File: src/rtl/dma_csr_sequencer.sv
// dma_csr_sequencer: AXI4-Lite master that programs the DMA CSRs for one linear transfer
// per job, waits for the done/error IRQ or a timeout, reads status back and returns a record.
module dma_csr_sequencer #(
    parameter int          ADDR_WIDTH     = 32,
    parameter int          DATA_WIDTH     = 32,
    parameter logic [31:0] DESC_CFG       = 32'h0000_0007,
    parameter int          TIMEOUT_CYCLES = 4096
) (
    input  logic                  clk,
    input  logic                  rst,
    input  logic                  job_valid,
    output logic                  job_ready,
    input  logic [31:0]           job_src,
    input  logic [31:0]           job_dst,
    input  logic [31:0]           job_len,
    output logic                  rsp_valid,
    input  logic                  rsp_ready,
    output logic [1:0]            rsp_code,
    output logic [31:0]           rsp_status,
    output logic [31:0]           rsp_err_addr,
    output logic [31:0]           rsp_err_stats,
    output logic                  busy,
    input  logic                  dma_done_i,
    input  logic                  dma_error_i,
    output logic [ADDR_WIDTH-1:0] m_awaddr,
    output logic [2:0]            m_awprot,
    output logic                  m_awvalid,
    input  logic                  m_awready,
    output logic [DATA_WIDTH-1:0] m_wdata,
    output logic [3:0]            m_wstrb,
    output logic                  m_wvalid,
    input  logic                  m_wready,
    input  logic [1:0]            m_bresp,
    input  logic                  m_bvalid,
    output logic                  m_bready,
    output logic [ADDR_WIDTH-1:0] m_araddr,
    output logic [2:0]            m_arprot,
    output logic                  m_arvalid,
    input  logic                  m_arready,
    input  logic [DATA_WIDTH-1:0] m_rdata,
    input  logic [1:0]            m_rresp,
    input  logic                  m_rvalid,
    output logic                  m_rready
);
    typedef enum logic [2:0] {IDLE, WR_REQ, WR_RESP, WAIT_IRQ, RD_REQ, RD_RESP, RSP} state_t;

    state_t      state_q, state_d;
    logic [2:0]  idx_q, idx_d;
    logic        aw_done_q, aw_done_d, w_done_q, w_done_d;
    logic [31:0] cnt_q, cnt_d;
    logic [1:0]  code_q, code_d;
    logic [31:0] src_q, src_d, dst_q, dst_d, len_q, len_d;
    logic [31:0] status_q, status_d, eaddr_q, eaddr_d, estats_q, estats_d;
    logic [7:0]  wr_off, rd_off;
    logic [31:0] wr_data;

    always_ff @(posedge clk) begin
        if (rst) begin
            state_q   <= IDLE;
            idx_q     <= '0;
            aw_done_q <= 1'b0;
            w_done_q  <= 1'b0;
            cnt_q     <= '0;
            code_q    <= '0;
            src_q     <= '0;
            dst_q     <= '0;
            len_q     <= '0;
            status_q  <= '0;
            eaddr_q   <= '0;
            estats_q  <= '0;
        end else begin
            state_q   <= state_d;
            idx_q     <= idx_d;
            aw_done_q <= aw_done_d;
            w_done_q  <= w_done_d;
            cnt_q     <= cnt_d;
            code_q    <= code_d;
            src_q     <= src_d;
            dst_q     <= dst_d;
            len_q     <= len_d;
            status_q  <= status_d;
            eaddr_q   <= eaddr_d;
            estats_q  <= estats_d;
        end
    end

    always_comb begin
        state_d   = state_q;
        idx_d     = idx_q;
        aw_done_d = aw_done_q;
        w_done_d  = w_done_q;
        cnt_d     = cnt_q;
        code_d    = code_q;
        src_d     = src_q;
        dst_d     = dst_q;
        len_d     = len_q;
        status_d  = status_q;
        eaddr_d   = eaddr_q;
        estats_d  = estats_q;
        case (state_q)
            IDLE: if (job_valid) begin
                src_d    = job_src;
                dst_d    = job_dst;
                len_d    = job_len;
                idx_d    = '0;
                code_d   = 2'd0;
                status_d = '0;
                eaddr_d  = '0;
                estats_d = '0;
                state_d  = (job_len == 32'd0) ? RSP : WR_REQ;
            end
            // AW and W complete independently; the write is issued once both have landed
            WR_REQ: begin
                aw_done_d = aw_done_q | m_awready;
                w_done_d  = w_done_q | m_wready;
                if (aw_done_d && w_done_d) begin
                    aw_done_d = 1'b0;
                    w_done_d  = 1'b0;
                    state_d   = WR_RESP;
                end
            end
            WR_RESP: if (m_bvalid) begin
                if (m_bresp != 2'b00) begin
                    code_d  = 2'd3;
                    state_d = RSP;
                end else if (idx_q == 3'd4) begin
                    cnt_d   = '0;
                    idx_d   = '0;
                    state_d = WAIT_IRQ;
                end else begin
                    idx_d   = idx_q + 3'd1;
                    state_d = WR_REQ;
                end
            end
            WAIT_IRQ: begin
                cnt_d = cnt_q + 32'd1;
                if (dma_error_i) begin
                    code_d  = 2'd1;
                    state_d = RD_REQ;
                end else if (dma_done_i) begin
                    code_d  = 2'd0;
                    state_d = RD_REQ;
                end else if (TIMEOUT_CYCLES != 0 && cnt_q == 32'(TIMEOUT_CYCLES - 1)) begin
                    code_d  = 2'd2;
                    state_d = RD_REQ;
                end
            end
            RD_REQ: if (m_arready) state_d = RD_RESP;
            // the error-address/stats registers are only meaningful after a DMA error
            RD_RESP: if (m_rvalid) begin
                if (m_rresp != 2'b00) begin
                    code_d   = 2'd3;
                    eaddr_d  = '0;
                    estats_d = '0;
                    state_d  = RSP;
                end else begin
                    status_d = (idx_q == 3'd0) ? 32'(m_rdata) : status_q;
                    eaddr_d  = (idx_q == 3'd1) ? 32'(m_rdata) : eaddr_q;
                    estats_d = (idx_q == 3'd2) ? 32'(m_rdata) : estats_q;
                    idx_d    = idx_q + 3'd1;
                    state_d  = (code_q == 2'd1 && idx_q != 3'd2) ? RD_REQ : RSP;
                end
            end
            RSP: if (rsp_ready) state_d = IDLE;
            default: state_d = IDLE;
        endcase
    end

    always_comb begin
        wr_off        = (idx_q == 3'd4) ? 8'h00 : {1'b0, idx_q + 3'd2, 4'h0};
        rd_off        = {3'b000, idx_q[1:0] + 2'd1, 3'b000};
        wr_data       = (idx_q == 3'd0) ? src_q :
                        (idx_q == 3'd1) ? dst_q :
                        (idx_q == 3'd2) ? len_q :
                        (idx_q == 3'd3) ? DESC_CFG : 32'h1;
        job_ready     = (state_q == IDLE);
        busy          = (state_q != IDLE);
        m_awvalid     = (state_q == WR_REQ) && !aw_done_q;
        m_wvalid      = (state_q == WR_REQ) && !w_done_q;
        m_awaddr      = (state_q == WR_REQ) ? ADDR_WIDTH'(wr_off) : '0;
        m_wdata       = (state_q == WR_REQ) ? DATA_WIDTH'(wr_data) : '0;
        m_wstrb       = 4'hF;
        m_awprot      = 3'b000;
        m_bready      = (state_q == WR_RESP);
        m_arvalid     = (state_q == RD_REQ);
        m_araddr      = (state_q == RD_REQ) ? ADDR_WIDTH'(rd_off) : '0;
        m_arprot      = 3'b000;
        m_rready      = (state_q == RD_RESP);
        rsp_valid     = (state_q == RSP);
        rsp_code      = code_q;
        rsp_status    = status_q;
        rsp_err_addr  = eaddr_q;
        rsp_err_stats = estats_q;
    end
endmodule
File: config.mk
export PLATFORM = sky130hd
export DESIGN_NAME = dma_csr_sequencer
export DESIGN_NICKNAME = d
export VERILOG_FILES = /design/src/rtl/dma_csr_sequencer.sv
export SDC_FILE = /design/constraint.sdc
export NUM_CORES = 1
export LEC_CHECK = 0
export CORE_ASPECT_RATIO = 2
export CORE_UTILIZATION = 30
export DETAILED_ROUTE_END_ITERATION = 16
export PLACE_DENSITY_LB_ADDON = 0.2
export SLEW_MARGIN = 5
export SYNTH_ARGS = -nofsm -noshare
export SYNTH_HDL_FRONTEND = slang
export SYNTH_SLANG_ARGS = --single-unit
File: constraint.sdc
create_clock -name clk -period 2.27 [get_ports clk]
set_input_delay 0.227 -clock clk [delete_from_list [all_inputs] [get_ports clk]]
set_output_delay 0.227 -clock clk [all_outputs]
set_load 0.02 [all_outputs]
# Word level (Yosys, flattened, before mapping)
# Cells that the tools add are included.
op_classes:
  n_mux: 58
  addsub: 4
  n_bitwise: 2
  n_reduce_logical: 24
  n_eq_ne: 28
ops:
  columns: ["op", "count"]
  rows:
  - ["$mux 32", 17]
  - ["$pmux 32 s2", 4]
  - ["$mux 3", 18]
  - ["$add 32x1->32 const B", 1]
  - ["$eq 32x12->1 const B", 1]
  - ["$logic_not 32->1", 1]
  - ["$mux 2", 11]
  - ["$pmux 3 s7", 1]
  - ["$mux 7", 2]
  - ["$reduce_and 7->1", 2]
  - ["$eq 3x2->1 const B", 4]
  - ["$eq 3x3->1 const B", 4]
  - ["$ne 2x1->1 const B", 6]
  - ["$ne 2x2->1 const B", 6]
  - ["$reduce_and 4->1", 3]
  - ["$pmux 3 s3", 1]
  - ["$pmux 2 s4", 1]
  - ["$reduce_bool 2->1", 4]
  - ["$eq 3x1->1 const B", 2]
  - ["$logic_not 3->1", 2]
  - ["$ne 3x1->1 const B", 2]
  - ["$reduce_and 6->1", 1]
  - ["$reduce_bool 3->1", 2]
  - ["$mux 5", 1]
  - ["13 further kinds", 19]
totals:
  ff_bits: 234
  in_bits: 143
  elab_cells: 128
  out_inout_bits: 212

# Longest topological paths before layout
# Gate-level depths: netlist (run 1).
depth:
  depth_word: 6
  mapped_depth: 9

# Worst setup path after synthesis (run 1)
# No wires, ideal clock.
synth_timing:
  path_kind: "flip-flop to output port"
  start: "register idx_q[1]"
  end: "output m_wdata[21]"
  arrival_time_ns: 2.308
  stages_incl_launch_ff: 9
  path_buffers: 3
  path_slack_ns: -0.265
  cell_sequence: "dfxtp_1 inv_1 ha_1 clkbuf_1 nor2b_1 clkbuf_1 clkbuf_1 a22oi_1 a211oi_1"
synth_between:
  elab_chain_cells: 5
  word_cells_on_any_way: 7
  classes_between: "2 x eq/ne; 4 x mux; 1 x reduce/logical"
synth_rtl:
  columns: ["item", "line_no", "rtl"]
  rows:
  - ["start, declared", "48", "logic [2:0] idx_q, idx_d;"]
  - ["start signal, assigned", "73", "idx_q <= idx_d;"]
  - ["$eq 3x2->1", "174", "(idx_q == 3'd2) ? len_q :"]
  - ["$mux 32", "174", null]
  - ["$mux 32", "173", "(idx_q == 3'd1) ? dst_q :"]
  - ["$mux 32 (*)", "172", "wr_data = (idx_q == 3'd0) ? src_q :"]
  - ["$mux 32 (*)", "181", "m_wdata = (state_q == WR_REQ) ? DATA_WIDTH'(wr_data) : '0;"]
  - ["end, declared", "29", "output logic [DATA_WIDTH-1:0] m_wdata,"]
# Mark *: on every way between the ends. The rest lies on a longest branch, timed or not.

# Final worst setup path (run 1)
layout_timing:
  start: "register idx_q[1]"
  end: "output m_wdata[28]"
# The elaborated chain is that of the path after synthesis.

==> results.ini, run 1 <==
[status]
status=finished, violations left
violations=setup timing

[place]
place.gp.congestion=0.8191
dpl.hpwl_um=26050
io_buffers=285
pre_cts_slack_ns=-0.2667

[sta]
hold_violations=0
grt_setup_unrepaired=yes
clock.fmax_ghz=0.4188
final-setup-viol-count=28
finalCritPeriodShare_pct=105.2
finalMaxSlewViolations=0
fin_crit_ns=2.388
whs_ns=0.2403
fin_ws_ns=-0.1178
skew_ns=0.008532
max_slew_margin_pct=54.64
worstMarginPinSlew_ns=0.6742

[global_route]
antenna_found_initial=6
grt_util_all_layers_pct=21.01
grt_pass1_vias=10320
grt_start_max_net_pins=100
grt_pass1_wl_um=58400
grt_overflow=0

[yosys]
synth_ff_type=dfxtp_1
syn_area_um2=10410
synth-edff-count=0
synth.mux.area_fraction_pct=0.1923
yosys_register_bits=234
yosys.area.top_type=dfxtp_1
synthAdderAreaFrac_pct=0.7211
yosysMostFrequentCell=nand2_1
synthSimpleGateAreaFrac_pct=24.80
synth_top_family_by_area=simple AND/OR/NAND/NOR gates
synth_xor_area_share_pct=1.009
seq_area_frac_synth_pct=44.99
yosys.area.top_type_share_pct=44.99
synth_cells=1370
synth-compound-area-share_pct=18.71
ys_warn_count=0
synth_area_leaders=dfxtp_1 45%, nand2_1 11%, a21oi_1 11%, nand3_1 5.1%, buf_4 5.0%
yosys.cell_types.count=55
avgSynthCellArea_um2=7.599
synthTopCellsByCount=316 x nand2_1, 234 x dfxtp_1, 228 x a21oi_1
synthArstFlopShare_pct=0

[power_and_ir_drop]
power.density_nw_per_um2=876.5
leakage_nw=5.398
vdd.ir_drop.worst_v=0.0005579

[worst_hold_path]
hp-class=in -> reg
hold_end=src_q[2]
hp-start=job_src[2]
holdPathStages=3

[floorplanning]
initial_utilization_pct=30.41
floorplan.core_area_um2=34230
die_x_um=133.7
std_cell_rows=96
ioPinCount=355
die_h_um=265.5
die_area_um2=35500

[finish]
drive_above_1_share_pct=16.66
nFillCells=3491
layout.nets=1837
syn_to_final_growth_pct=49.57

[clocking]
cts.clk_slew.worst_paths_ns=0.07
cts_tree=built
clk_path_buf_depth=3
cts_root_buf=clkbuf_16
clk_latency_ns=0.53
numCtsBuffers=24
htreeDepth=1
clock_sinks=234

[routing]
routed_wl_um=38870
routedWlPerCell_um=18.06
postRouteAntennaNets=0
drcViolationCount=0
firstDrtPassIters=5
viasPerCell=4.981
num_vias=10720
drt_iter0_drc=560

[setup_path]
required_ns=2.04
crit_start=idx_q[1]
critPathKind=reg -> out
crit_path_max_fanout=5
critPathLaunchType=flip-flop
end_kind=output pin
arrival_ns=2.16
r2r-start=cnt_q[1]
r2r-end=cnt_q[16]
reg2reg_setup_slack_ns=0.06
ff2ff_path_depth=7

[job]
cap_violations=0

==> how the worst max path moves through the flow <==
stage             endpoint  cells past startpoint
6_report       m_wdata[28]                      9
5_1_grt        m_wdata[28]                      9
4_1_cts        m_wdata[23]                     10
3_5_place_dp     cnt_q[26]                      7
3_3_place_gp     cnt_q[26]                      7
2_1_floorplan  m_wdata[21]                      8
==> layout by cell type (no fill, tap or decap), types with 10 or more instances in the layout <==
| cell type | count |
|---|---|
| inv_1 | 14 |
| nand3_1 | 107 |
| clkdlybuf4s50_1 | 239 |
| nor4_1 | 24 |
| buf_4 | 96 |
| o21ai_0 | 26 |
| nand2_1 | 313 |
| or3_1 | 10 |
| buf_12 | 28 |
| xnor2_1 | 12 |
| clkbuf_16 | 26 |
| dfxtp_1 | 228 |
| a22oi_2 | 23 |
| a211oi_2 | 28 |
| conb_1 | 69 |
| nor2_1 | 70 |
| a21oi_1 | 228 |
| buf_6 | 11 |
==> registers in the layout, indices dropped and copies added, names as in the netlist <==
register,count
rsp_status,32
rsp_code,2
rsp_err_addr,32
dst_q,32
state_q,3
aw_done_q,1
w_done_q,1
src_q,32
cnt_q,32
len_q,32
rsp_err_stats,32
idx_q,3
==> critical path, cell delays in order, from the launching register on <==
cell and delay [ns]:
dfxtp_2 0.36, inv_4 0.05, ha_4 0.15, buf_4 0.13, nor2_4 0.14, buf_12 0.16
buf_12 0.12, a22oi_2 0.05, a211oi_2 0.28, buf_4 0.19
==> power breakdown <==
part           leakage [nW]  switching (mW)  total, mW  internal (mW)
Sequential             1.90           0.265       4.76           4.50
Clock                 0.367            1.72       3.87           2.15
Combinational          3.13            3.16       5.01           1.85
==> cells by family after synthesis <==
family / Yosys count
other: 2
buffers and inverters: 189
DFF: 234
xor gates and xnor gates: 12
AOI/OAI and AO/OA: 341
muxes: 2
and+or+nand+nor: 584
adders and majority gates: 6
==> per-stage QoR <==
stage               cells   TNS (ns)  util [%]  power (mW)  instance area [um^2]
floorplan            1437  -0.002030         -       7.455                 10720
global placement     2066     -3.833     41.00       9.489                 14030
detailed placement   2066     -5.099     41.00       9.505                 14030
CTS                  2135     -3.873     44.63       13.69                 15280
global route         2152     -4.134     45.49       14.39                 15570
finish               2152     -1.612     45.49       13.65                 15570
==> layout make-up <==
type / instances / area, um^2 / area share, %
inverters: 16 / 65.06 / 0.4178
clock inverters: 9 / 56.30 / 0.3616
well taps: 441 / 551.8 / 3.543
diodes: 6 / 15.01 / 0.09642
repair buffers: 398 / 4065 / 26.10
clock buffers: 34 / 699.4 / 4.491
multi-input cells: 1014 / 5425 / 34.84
flip-flops and latches: 234 / 4695 / 30.15
==> layer usage <==
metal | share of wire, % | vias up | wire length, um | global-route usage (%)
met2 | 55 | 380 | 21350 | 40.09
met4 | 3.8 | 0 | 1474 | 9.152
li1 | - | 5208 | - | -
met1 | 35 | 5065 | 13710 | 21.68
met5 | 0 | - | 0 | 0
met3 | 6.0 | 66 | 2338 | 4.117
==> what timing repair did <==
item	in CTS	in global routing
pin swaps	18	23
cloned	5	2
setup endpoints to repair	54	48
endpoints found under the hold margin	14	0
buffers inserted	21	13
gates resized for setup	248	59
hold buffers	1	0
Note: power is estimated with default switching activity, not from simulation.
==> inputs of run 2 (changes only) <==
SETUP_SLACK_MARGIN = 0.4   (was unset)
==> run 2 against run 1 <==
Compared with the run above:
- the flow still finishes with violations (setup timing)
- clock skew grew 0.0031 ns
- register-to-register slack lost 0.06 ns
- final cell count grew 4.8%
- first-iteration DRC count grew 12%
- via count grew 10%
- cell area grew 30%
- clock power grew 13%
==> results.ini, run 2 (synthesis results as in run 1) <==
[routing]
routed_wl_um=48680  ; +25%
firstDrtPassIters=5  ; unchanged
postRouteAntennaNets=0  ; unchanged
routedWlPerCell_um=21.59  ; +20%
viasPerCell=5.246  ; +5.3%
num_vias=11830  ; +10%
drt_iter0_drc=626  ; +12%
drcViolationCount=0  ; unchanged

[sta]
max_slew_margin_pct=58.27  ; +3.6 points
clock.fmax_ghz=0.4083  ; -2.5%
tns_ns=-2.236  ; -0.6240 ns
skew_ns=0.01159  ; +0.003063 ns
finalCritPeriodShare_pct=107.9  ; +2.7 points
finalMaxSlewViolations=0  ; unchanged
hold_violations=0  ; unchanged
whs_ns=0.1429  ; -0.09746 ns
fin_crit_ns=2.449  ; +0.06151 ns
fin_ws_ns=-0.1793  ; -0.06151 ns
worstMarginPinSlew_ns=0.6237  ; -0.05052 ns
grt_setup_unrepaired=yes
final-setup-viol-count=33  ; +18%

[status]
violations=setup timing
status=finished, violations left

[finish]
final_cell_mix=239 x clkdlybuf4s50_1, 218 x dfxtp_1, 188 x nand2_1, 159 x a21oi_2, 102 x nand2_4
final_common_cell=clkdlybuf4s50_1
drive_above_1_share_pct=44.52  ; +28 points
nFillCells=2935  ; -16%
regArea_um2=4720  ; +0.53%
syn_to_final_growth_pct=94.11
layout.nets=1942  ; +5.7%
final_util_pct=59.04  ; +14 points
multi_input_area_um2=7874  ; +45%

[power_and_ir_drop]
power.density_nw_per_um2=978.6  ; +12%
leakage_nw=7.172  ; +33%
finalPower_mw=19.78  ; +45%
vdd.ir_drop.worst_v=0.0007851  ; +41%

[place]
dpl.hpwl_um=25820  ; -0.86%
pre_cts_slack_ns=-0.2177  ; +0.04901 ns
io_buffers=285  ; unchanged
place.gp.congestion=0.7922  ; -3.3%

[clocking]
cts_root_buf=clkbuf_16
clock_sinks=234  ; unchanged
clk_path_buf_depth=3  ; unchanged
cts.clk_slew.worst_paths_ns=0.07  ; about the same
numCtsBuffers=24  ; unchanged
cts_tree=built
clk_latency_ns=0.53  ; about the same
htreeDepth=1  ; unchanged

[floorplanning]
floorplan.core_area_um2=34230  ; unchanged
die_area_um2=35500  ; unchanged
initial_utilization_pct=30.41  ; unchanged
die_x_um=133.7  ; unchanged
std_cell_rows=96  ; unchanged
ioPinCount=355  ; unchanged
die_h_um=265.5  ; unchanged

[worst_hold_path]
hp-class=in -> reg

[global_route]
grt_overflow=0  ; unchanged
grt_util_all_layers_pct=24.15  ; +3.1 points
grt_start_max_net_pins=97  ; -3.0%
antenna_found_initial=6  ; unchanged
grt_pass1_vias=11260  ; +9.2%
grt_pass1_wl_um=65700  ; +12%

[setup_path]
arrival_ns=2.22  ; +0.06 ns
reg2reg_setup_slack_ns=0  ; -0.06 ns
crit_path_max_fanout=8  ; +3
critPathKind=reg -> out
required_ns=2.04  ; about the same
critPathLaunchType=flip-flop
end_kind=output pin

[job]
cap_violations=0  ; unchanged

==> run 2: changes by cell type in the layout (fill, tap and decap cells not counted), sizes merged, moves of 2 or more <==
cell,before,now
buf,145,248
bufbuf,0,2
bufinv,0,5
clkbuf,38,43
dlygate4sd2,8,0
==> run 2: worst max-delay path, stage by stage (launching register included) <==
cell      delay, ns
dfxtp_4        0.37
inv_4          0.08
ha_4           0.15
nand2b_4       0.07
nor2_4         0.12
buf_6          0.15
buf_12         0.15
buf_6          0.11
a22oi_2        0.07
a211oi_4       0.27
buf_6          0.15
==> run 2: per-stage QoR <==
step,area (um^2),cells
6_report,20210,2255
5_1_grt,20210,2255
4_1_cts,17860,2202
3_5_place_dp,14370,2060
3_3_place_gp,14370,2060
2_1_floorplan,11150,1437
==> run 2: layout make-up <==
type,instances,area share [%]
sequential,234,23.35
timing repair buffer,502,30.32
clock inverter,11,0.9163
inverter,16,0.3591
tap,441,2.730
multi-input combinational,1015,38.96
clock buffer,30,3.288
antenna,6,0.07429
==> run 2: per-layer routing <==
| metal | up-vias | share of wire (%) | routed length [um] | track usage, % |
|---|---|---|---|---|
| met3 | 146 | 5.2 | 2534 | 4.307 |
| met5 | - | 0 | 0 | 0 |
| met2 | 477 | 56 | 27500 | 47.18 |
| li1 | 5443 | - | - | - |
| met4 | 0 | 5.2 | 2522 | 12.04 |
| met1 | 5763 | 33 | 16120 | 23.69 |
==> run 2: final timing paths <==
check	from	end	cells past startpoint
worst max register to register	idx_q[1]	rsp_status[18]	15
worst max-delay path	idx_q[0]	m_wdata[16]	10
worst min-delay path	rst	rsp_status[3]	2
worst min register to register	rsp_err_addr[16]	rsp_err_addr[16]	2
==> run 2: report_power, final <==
part	total (mW)	internal (mW)	switching, mW
clock network	4.39	2.63	1.76
logic	10.6	5.03	5.57
registers	4.79	4.50	0.289
total	19.8	12.2	7.61
==> run 2: what timing repair did <==
action                     4_1_cts  5_1_grt
hold endpoints to repair         0        0
hold buffers                     0        0
gates cloned                    29       20
pin swaps                      145      208
resized for setup              572      443
setup endpoints to repair      223      269
setup buffers                   72       27
